**src/rtl/ads_int2float_if.sv**
```systemverilog
// Sample-in / float-out handshake bundle for ads_int2float.
// slave = converter side, master = upstream unpacker plus downstream HPF side.
interface ads_int2float_if #(
  parameter int IN_W = 24
);
  logic [IN_W-1:0] i_X_DATA;
  logic            i_X_DATA_VALID;
  logic            o_X_DATA_READY;
  logic [31:0]     o_Y_DATA;
  logic            o_Y_DATA_VALID;
  logic            i_Y_ACK;

  modport slave (
    input  i_X_DATA,
    input  i_X_DATA_VALID,
    input  i_Y_ACK,
    output o_X_DATA_READY,
    output o_Y_DATA,
    output o_Y_DATA_VALID
  );

  modport master (
    output i_X_DATA,
    output i_X_DATA_VALID,
    output i_Y_ACK,
    input  o_X_DATA_READY,
    input  o_Y_DATA,
    input  o_Y_DATA_VALID
  );
endinterface

```
**src/rtl/ads_int2float.sv**
```systemverilog
// Exact 24-bit two's-complement to IEEE-754 single converter, serial normaliser.
// Optional ADS_INT2FLOAT_NORM_EN scales the result by 2^-23 (full scale -> +/-1.0).
module ads_int2float #(
  parameter int EXP_BIAS = 127,
  parameter int IN_W     = 24
) (
  input  logic           i_CLK,
  input  logic           i_RST,
  ads_int2float_if.slave bus
);

  typedef enum logic [2:0] {
    ST_IDLE   = 3'd0,
    ST_ABS    = 3'd1,
    ST_NORM   = 3'd2,
    ST_PACK   = 3'd3,
    ST_FINISH = 3'd4
  } state_t;

`ifdef ADS_INT2FLOAT_NORM_EN
  localparam logic [7:0] EXP_INIT = 8'(EXP_BIAS);
`else
  localparam logic [7:0] EXP_INIT = 8'(EXP_BIAS + IN_W - 1);
`endif

  state_t          state;
  logic            r_sign;
  logic [IN_W-1:0] r_mag;
  logic [7:0]      r_exp;
  logic            r_ready;
  logic [31:0]     r_y;
  logic            r_y_vld;

  // -2^23 negates to 0x800000, which is already the correct unsigned magnitude.
  function automatic logic [IN_W-1:0] f_abs(input logic signed [IN_W-1:0] x);
    logic [IN_W-1:0] u;
    u = $unsigned(x);
    return x[IN_W-1] ? (~u + 1'b1) : u;
  endfunction

  always_ff @(posedge i_CLK) begin
    if (i_RST) begin
      state   <= ST_IDLE;
      r_ready <= 1'b1;
      r_y     <= '0;
      r_y_vld <= 1'b0;
      r_mag   <= '0;
      r_exp   <= '0;
      r_sign  <= 1'b0;
    end else begin
      case (state)
        ST_IDLE: begin
          r_y_vld <= 1'b0;
          r_ready <= 1'b1;
          if (bus.i_X_DATA_VALID && r_ready) begin
            // raw code parks in r_mag until ST_ABS rewrites it in place
            r_mag   <= bus.i_X_DATA;
            r_ready <= 1'b0;
            state   <= ST_ABS;
          end
        end
        ST_ABS: begin
          r_sign <= r_mag[IN_W-1];
          r_mag  <= f_abs($signed(r_mag));
          r_exp  <= EXP_INIT;
          if (r_mag == '0) begin
            r_y   <= '0;
            state <= ST_FINISH;
          end else begin
            state <= ST_NORM;
          end
        end
        ST_NORM: begin
          if (r_mag[IN_W-1]) begin
            state <= ST_PACK;
          end else begin
            r_mag <= {r_mag[IN_W-2:0], 1'b0};
            r_exp <= r_exp - 8'd1;
          end
        end
        ST_PACK: begin
          r_y     <= {r_sign, r_exp, r_mag[IN_W-2:0]};
          r_y_vld <= 1'b1;
          state   <= ST_FINISH;
        end
        ST_FINISH: begin
          // zero path arrives with valid low; it rises here one cycle later
          if (r_y_vld && bus.i_Y_ACK) begin
            r_y_vld <= 1'b0;
            state   <= ST_IDLE;
          end else begin
            r_y_vld <= 1'b1;
          end
        end
        default: begin
          state   <= ST_IDLE;
          r_ready <= 1'b1;
          r_y_vld <= 1'b0;
        end
      endcase
    end
  end

  assign bus.o_X_DATA_READY = r_ready;
  assign bus.o_Y_DATA       = r_y;
  assign bus.o_Y_DATA_VALID = r_y_vld;

endmodule

```
**src/flat_wrapper.sv**
```systemverilog
// flat-port wrapper written by rule: the top's interface ports become plain ports
module ads_int2float_flat 
#(
  parameter int EXP_BIAS = 127,
  parameter int IN_W     = 24
)
  (i_CLK, i_RST, bus_i_X_DATA, bus_i_X_DATA_VALID, bus_i_Y_ACK, bus_o_X_DATA_READY, bus_o_Y_DATA, bus_o_Y_DATA_VALID);
  ads_int2float_if #(.IN_W(IN_W)) bus_i ();
  input  logic i_CLK;
  input  logic i_RST;
  input wire logic [$bits(bus_i.i_X_DATA)-1:0] bus_i_X_DATA;
  input wire logic [$bits(bus_i.i_X_DATA_VALID)-1:0] bus_i_X_DATA_VALID;
  input wire logic [$bits(bus_i.i_Y_ACK)-1:0] bus_i_Y_ACK;
  output wire logic [$bits(bus_i.o_X_DATA_READY)-1:0] bus_o_X_DATA_READY;
  output wire logic [$bits(bus_i.o_Y_DATA)-1:0] bus_o_Y_DATA;
  output wire logic [$bits(bus_i.o_Y_DATA_VALID)-1:0] bus_o_Y_DATA_VALID;
  assign bus_i.i_X_DATA = bus_i_X_DATA;
  assign bus_i.i_X_DATA_VALID = bus_i_X_DATA_VALID;
  assign bus_i.i_Y_ACK = bus_i_Y_ACK;
  assign bus_o_X_DATA_READY = bus_i.o_X_DATA_READY;
  assign bus_o_Y_DATA = bus_i.o_Y_DATA;
  assign bus_o_Y_DATA_VALID = bus_i.o_Y_DATA_VALID;
  ads_int2float #(.EXP_BIAS(EXP_BIAS), .IN_W(IN_W)) u_core (.i_CLK(i_CLK), .i_RST(i_RST), .bus(bus_i));
endmodule
```
**config.mk**
```make
export PLATFORM = sky130hd
export DESIGN_NAME = ads_int2float_flat
export DESIGN_NICKNAME = d
export VERILOG_FILES = /design/src/rtl/ads_int2float_if.sv /design/src/rtl/ads_int2float.sv /design/src/flat_wrapper.sv
export SDC_FILE = /design/constraint.sdc
export NUM_CORES = 1
export LEC_CHECK = 0
export BUFFER_PORTS_ARGS = -buffer_cell sky130_fd_sc_hd__buf_2
export CAP_MARGIN = 20
export CORE_MARGIN = 2
export CORE_UTILIZATION = 32
export CTS_BUF_LIST = sky130_fd_sc_hd__clkbuf_4 sky130_fd_sc_hd__clkbuf_8
export CTS_CLUSTER_DIAMETER = 40
export DETAILED_ROUTE_END_ITERATION = 8
export PLACE_DENSITY_LB_ADDON = 0.2
export SLEW_MARGIN = 20
export SYNTH_ARGS = -nofsm -noshare
export SYNTH_HDL_FRONTEND = slang
export SYNTH_SLANG_ARGS = --single-unit
export TNS_END_PERCENT = 20
```
**constraint.sdc**
```tcl
create_clock -name i_CLK -period 4.65 [get_ports i_CLK]
set_input_delay 0.2325 -clock i_CLK [delete_from_list [all_inputs] [get_ports i_CLK]]
set_output_delay 0.2325 -clock i_CLK [all_outputs]
set_load 0.02 [all_outputs]
```
==> impl_metrics.env <==
export IMPL_path_clk_slew_ns=0.08
export IMPL_p_per_area_mw_per_mm2=474
export IMPL_slowest_stage="a211oi_2"
export IMPL_hold_path_class="input port to flop"
export IMPL_clock_sinks=70
export IMPL_area_delta_synth_final_pct=13.4
export IMPL_yosysTopAreaCell="dfxtp_1"
export IMPL_total_power_mw=2.09
export IMPL_ant_nets=0
export IMPL_worst_path_buf_inv=1
export IMPL_synth_compound_area_frac=0.227
export IMPL_worst_setup_path_end_kind="flop"
export IMPL_synth_xor_area_frac=0.0361
export IMPL_vias=3679
export IMPL_placed_area_sq_mm=0.00423
export IMPL_clock_fmax_mhz=369
export IMPL_crit_arrival_ns=3.01
export IMPL_status="finished clean"
export IMPL_postCtsResizedCells=0
export IMPL_critical_path_peak_fanout=17
export IMPL_dieHeight_microns=114
export IMPL_synth_top_flop_cell="dfxtp_1"
export IMPL_peakVddDrop_uv=168
export IMPL_syn_cell_area_sq_mm=0.00389
export IMPL_r2r_end="u_core.r_mag[4]$_SDFFE_PP0P_"
export IMPL_worst_pin_slew_ns=0.962
export IMPL_core_region_area_sq_mm=0.0119
export IMPL_cp_start_kind="flop"
export IMPL_startpoint="u_core.r_mag[23]$_SDFFE_PP0P_"
export IMPL_fillers=1271
export IMPL_reg2reg_from="u_core.r_mag[23]$_SDFFE_PP0P_"
export IMPL_dieArea_sq_mm=0.0130
export IMPL_period_share=0.583
export IMPL_required_ns=4.95
export IMPL_cts_tree="built"
export IMPL_cts_max_level=3
export IMPL_die_w_microns=114
export IMPL_gp_congestion=0.876
export IMPL_r2r_setup_slack_ns=1.94
export IMPL_synth_cells=487
export IMPL_seq_area_sq_mm=0.00140
export IMPL_slew_viol_final=0
export IMPL_ys_seq_area_frac=0.361
export IMPL_dr_pass1_iters=4
export IMPL_async_flop_share=0
export IMPL_start_util=0.326
export IMPL_crit_end="u_core.r_mag[4]$_SDFFE_PP0P_"
export IMPL_clock_skew_ns=0.00869
export IMPL_numPortBuffers=61
export IMPL_synth_common_cells="dfxtp_1, nand2_1, nand2b_1"
export IMPL_synth_adder_area_share=0.00644
export IMPL_wirelength_microns=11000
export IMPL_drc_errors=0
export IMPL_synthSimpleGateAreaFrac=0.297
export IMPL_mappedNetlistNets=517
export IMPL_num_nets_final=549
export IMPL_critical_path_class="flop to flop"
export IMPL_slowest_delay_ns=0.81
export IMPL_fin_cells=671
export IMPL_cap_violations=0
export IMPL_rsz0062_at_grt="no"
export IMPL_yosysMostFrequentCell="dfxtp_1"
export IMPL_yosys_top_cells_area="dfxtp_1, nand2b_1, o22ai_1"
export IMPL_grt_use_total=0.177
export IMPL_grt_max_degree=104
export IMPL_hold_buffers=0
export IMPL_hold_viol=0
export IMPL_io_pin_count=62
export IMPL_clk_latency_ns=0.36
export IMPL_synth_seq_cells=70
export IMPL_setup_tns_ns=0
export IMPL_synth_top_family_by_area="simple AND/OR/NAND/NOR gates"
export IMPL_worstSetupPathDepth=6
export IMPL_synth_edff_count=0
export IMPL_via_per_inst=5.48
export IMPL_power_leakage_nw=1.62
export IMPL_avgSynthCellArea_sq_um=7.98
export IMPL_dp_cells=655
export IMPL_rr_worst_depth=6
export IMPL_whs_ns=0.127
export IMPL_cp_top_family="compound AO/OA/AOI/OAI gates"
export IMPL_grt_pass1_wl_microns=18300
export IMPL_yosysWarnings=0
export IMPL_post_cts_buffers=0
export IMPL_grt_pass1_vias=3527
export IMPL_antennaDiodeCount=0
export IMPL_cts_root_buf="clkbuf_8"
export IMPL_setup_viol=0
export IMPL_cts_buffer_depth=2
export IMPL_synth_top_cell_area_share=0.361
export IMPL_drt_iter0_markers=171
export IMPL_worstPathCellList="mux2_2, a211oi_2, buf_4, o21ai_0, a2bb2oi_1, nor2_1"
export IMPL_rows=40
export IMPL_antenna_found_initial=0
export IMPL_cts_buffers=9
export IMPL_wire_per_inst_microns=16.5
export IMPL_relSlewSlack=0.357
export IMPL_multi_input_area_sq_mm=0.00225
export IMPL_gr_total_overflow=0
export IMPL_ys_types=63
export IMPL_synth_area_mux_share=0.00837
export IMPL_postLayoutCellArea_sq_mm=0.00441
export IMPL_drive_gt1_frac=0.193
export IMPL_min_period_ns=2.71
export IMPL_place_hpwl_microns=7250
-- logic make-up (layout without fill, tap and decap cells) --
group                    Yosys count  in the layout
AND/OR/NAND/NOR                  211            211
AO/OA/AOI/OAI                    130            130
flip-flops                        70             70
buffers and inverters             55             92
XOR/XNOR                          16             16
multiplexers                       3              3
adder cells (fa/ha/maj)            2              2
-- worst reg2reg max path, cell delays in order, from the launching register on --
cell,delay (ns)
dfxtp_1,0.70
mux2_2,0.44
a211oi_2,0.81
buf_4,0.33
o21ai_0,0.12
a2bb2oi_1,0.15
nor2_1,0.11
-- stage by stage --
step	util	setup WS, ns
after floorplan	-	2.66
after global placement	0.355	1.94
after detailed placement	0.355	1.95
after CTS	0.370	1.96
after global routing	0.370	1.74
final	0.370	1.94
-- worst min-delay path by stage --
stage | start | cells past startpoint | slack, ns | end
after floorplan | bus_i_X_DATA[0] | 2 | 0.38 | u_core.r_mag[0]$_SDFFE_PP0P_
final | bus_i_X_DATA[0] | 3 | 0.13 | u_core.r_mag[0]$_SDFFE_PP0P_
after global routing | bus_i_X_DATA[0] | 3 | 0.13 | u_core.r_mag[0]$_SDFFE_PP0P_
after CTS | bus_i_X_DATA[0] | 3 | 0.10 | u_core.r_mag[0]$_SDFFE_PP0P_
after detailed placement | u_core.bus.o_Y_DATA[19]$_SDFFE_PP0P_ | 2 | 0.47 | u_core.bus.o_Y_DATA[19]$_SDFFE_PP0P_
after global placement | u_core.bus.o_Y_DATA[16]$_SDFFE_PP0P_ | 2 | 0.47 | u_core.bus.o_Y_DATA[16]$_SDFFE_PP0P_
-- layout make-up --
class | count | share of cell area
inverters | 8 | 0.00682
flip-flops and latches | 70 | 0.318
multi-input cells | 362 | 0.511
repair buffers | 68 | 0.0812
well taps | 147 | 0.0417
clock inverters | 3 | 0.00454
clock buffers | 13 | 0.0364
-- flip-flops by register name (all words and copies together), names as in the netlist --
name	count
u_core.bus.o_Y_DATA_VALID	1
u_core.r_mag	24
u_core.state	3
u_core.bus.o_X_DATA_READY	1
u_core.r_exp	8
u_core.r_sign	1
u_core.bus.o_Y_DATA	32
-- cells in the final DEF (no fill, tap or decap), types with 3 or more instances in the layout --
cell	instances
a211o_1	3
a211oi_1	5
a21oi_1	18
a221oi_1	10
a22oi_1	4
a31oi_1	3
buf_2	61
buf_4	7
clkbuf_4	3
clkbuf_8	10
dfxtp_1	70
inv_1	8
nand2_1	49
nand2b_1	42
nand3_1	7
nand3b_1	4
nand4_1	3
nor2_1	33
nor2b_1	5
nor3_1	28
nor4_1	16
nor4_4	3
o21ai_0	22
o21ai_1	4
o21bai_1	5
o22ai_1	33
o31ai_1	3
or2_2	3
or3_1	3
xnor2_1	6
xor2_1	10
-- where the power goes --
group          switching (mW)  internal [mW]  leakage [nW]
registers               0.176          0.685         0.570
clock network           0.244          0.226        0.0899
logic                   0.448          0.308         0.960
-- routing by layer --
layer	global-route usage	share of wire	routed length, microns	vias up
li1	-	-	-	1840
met1	0.249	0.50	5490	1740
met2	0.263	0.44	4910	86
met3	0.0302	0.043	471	13
met4	0.0829	0.016	177	0
met5	0	0	0	-
(Power assumes the default switching activity.)
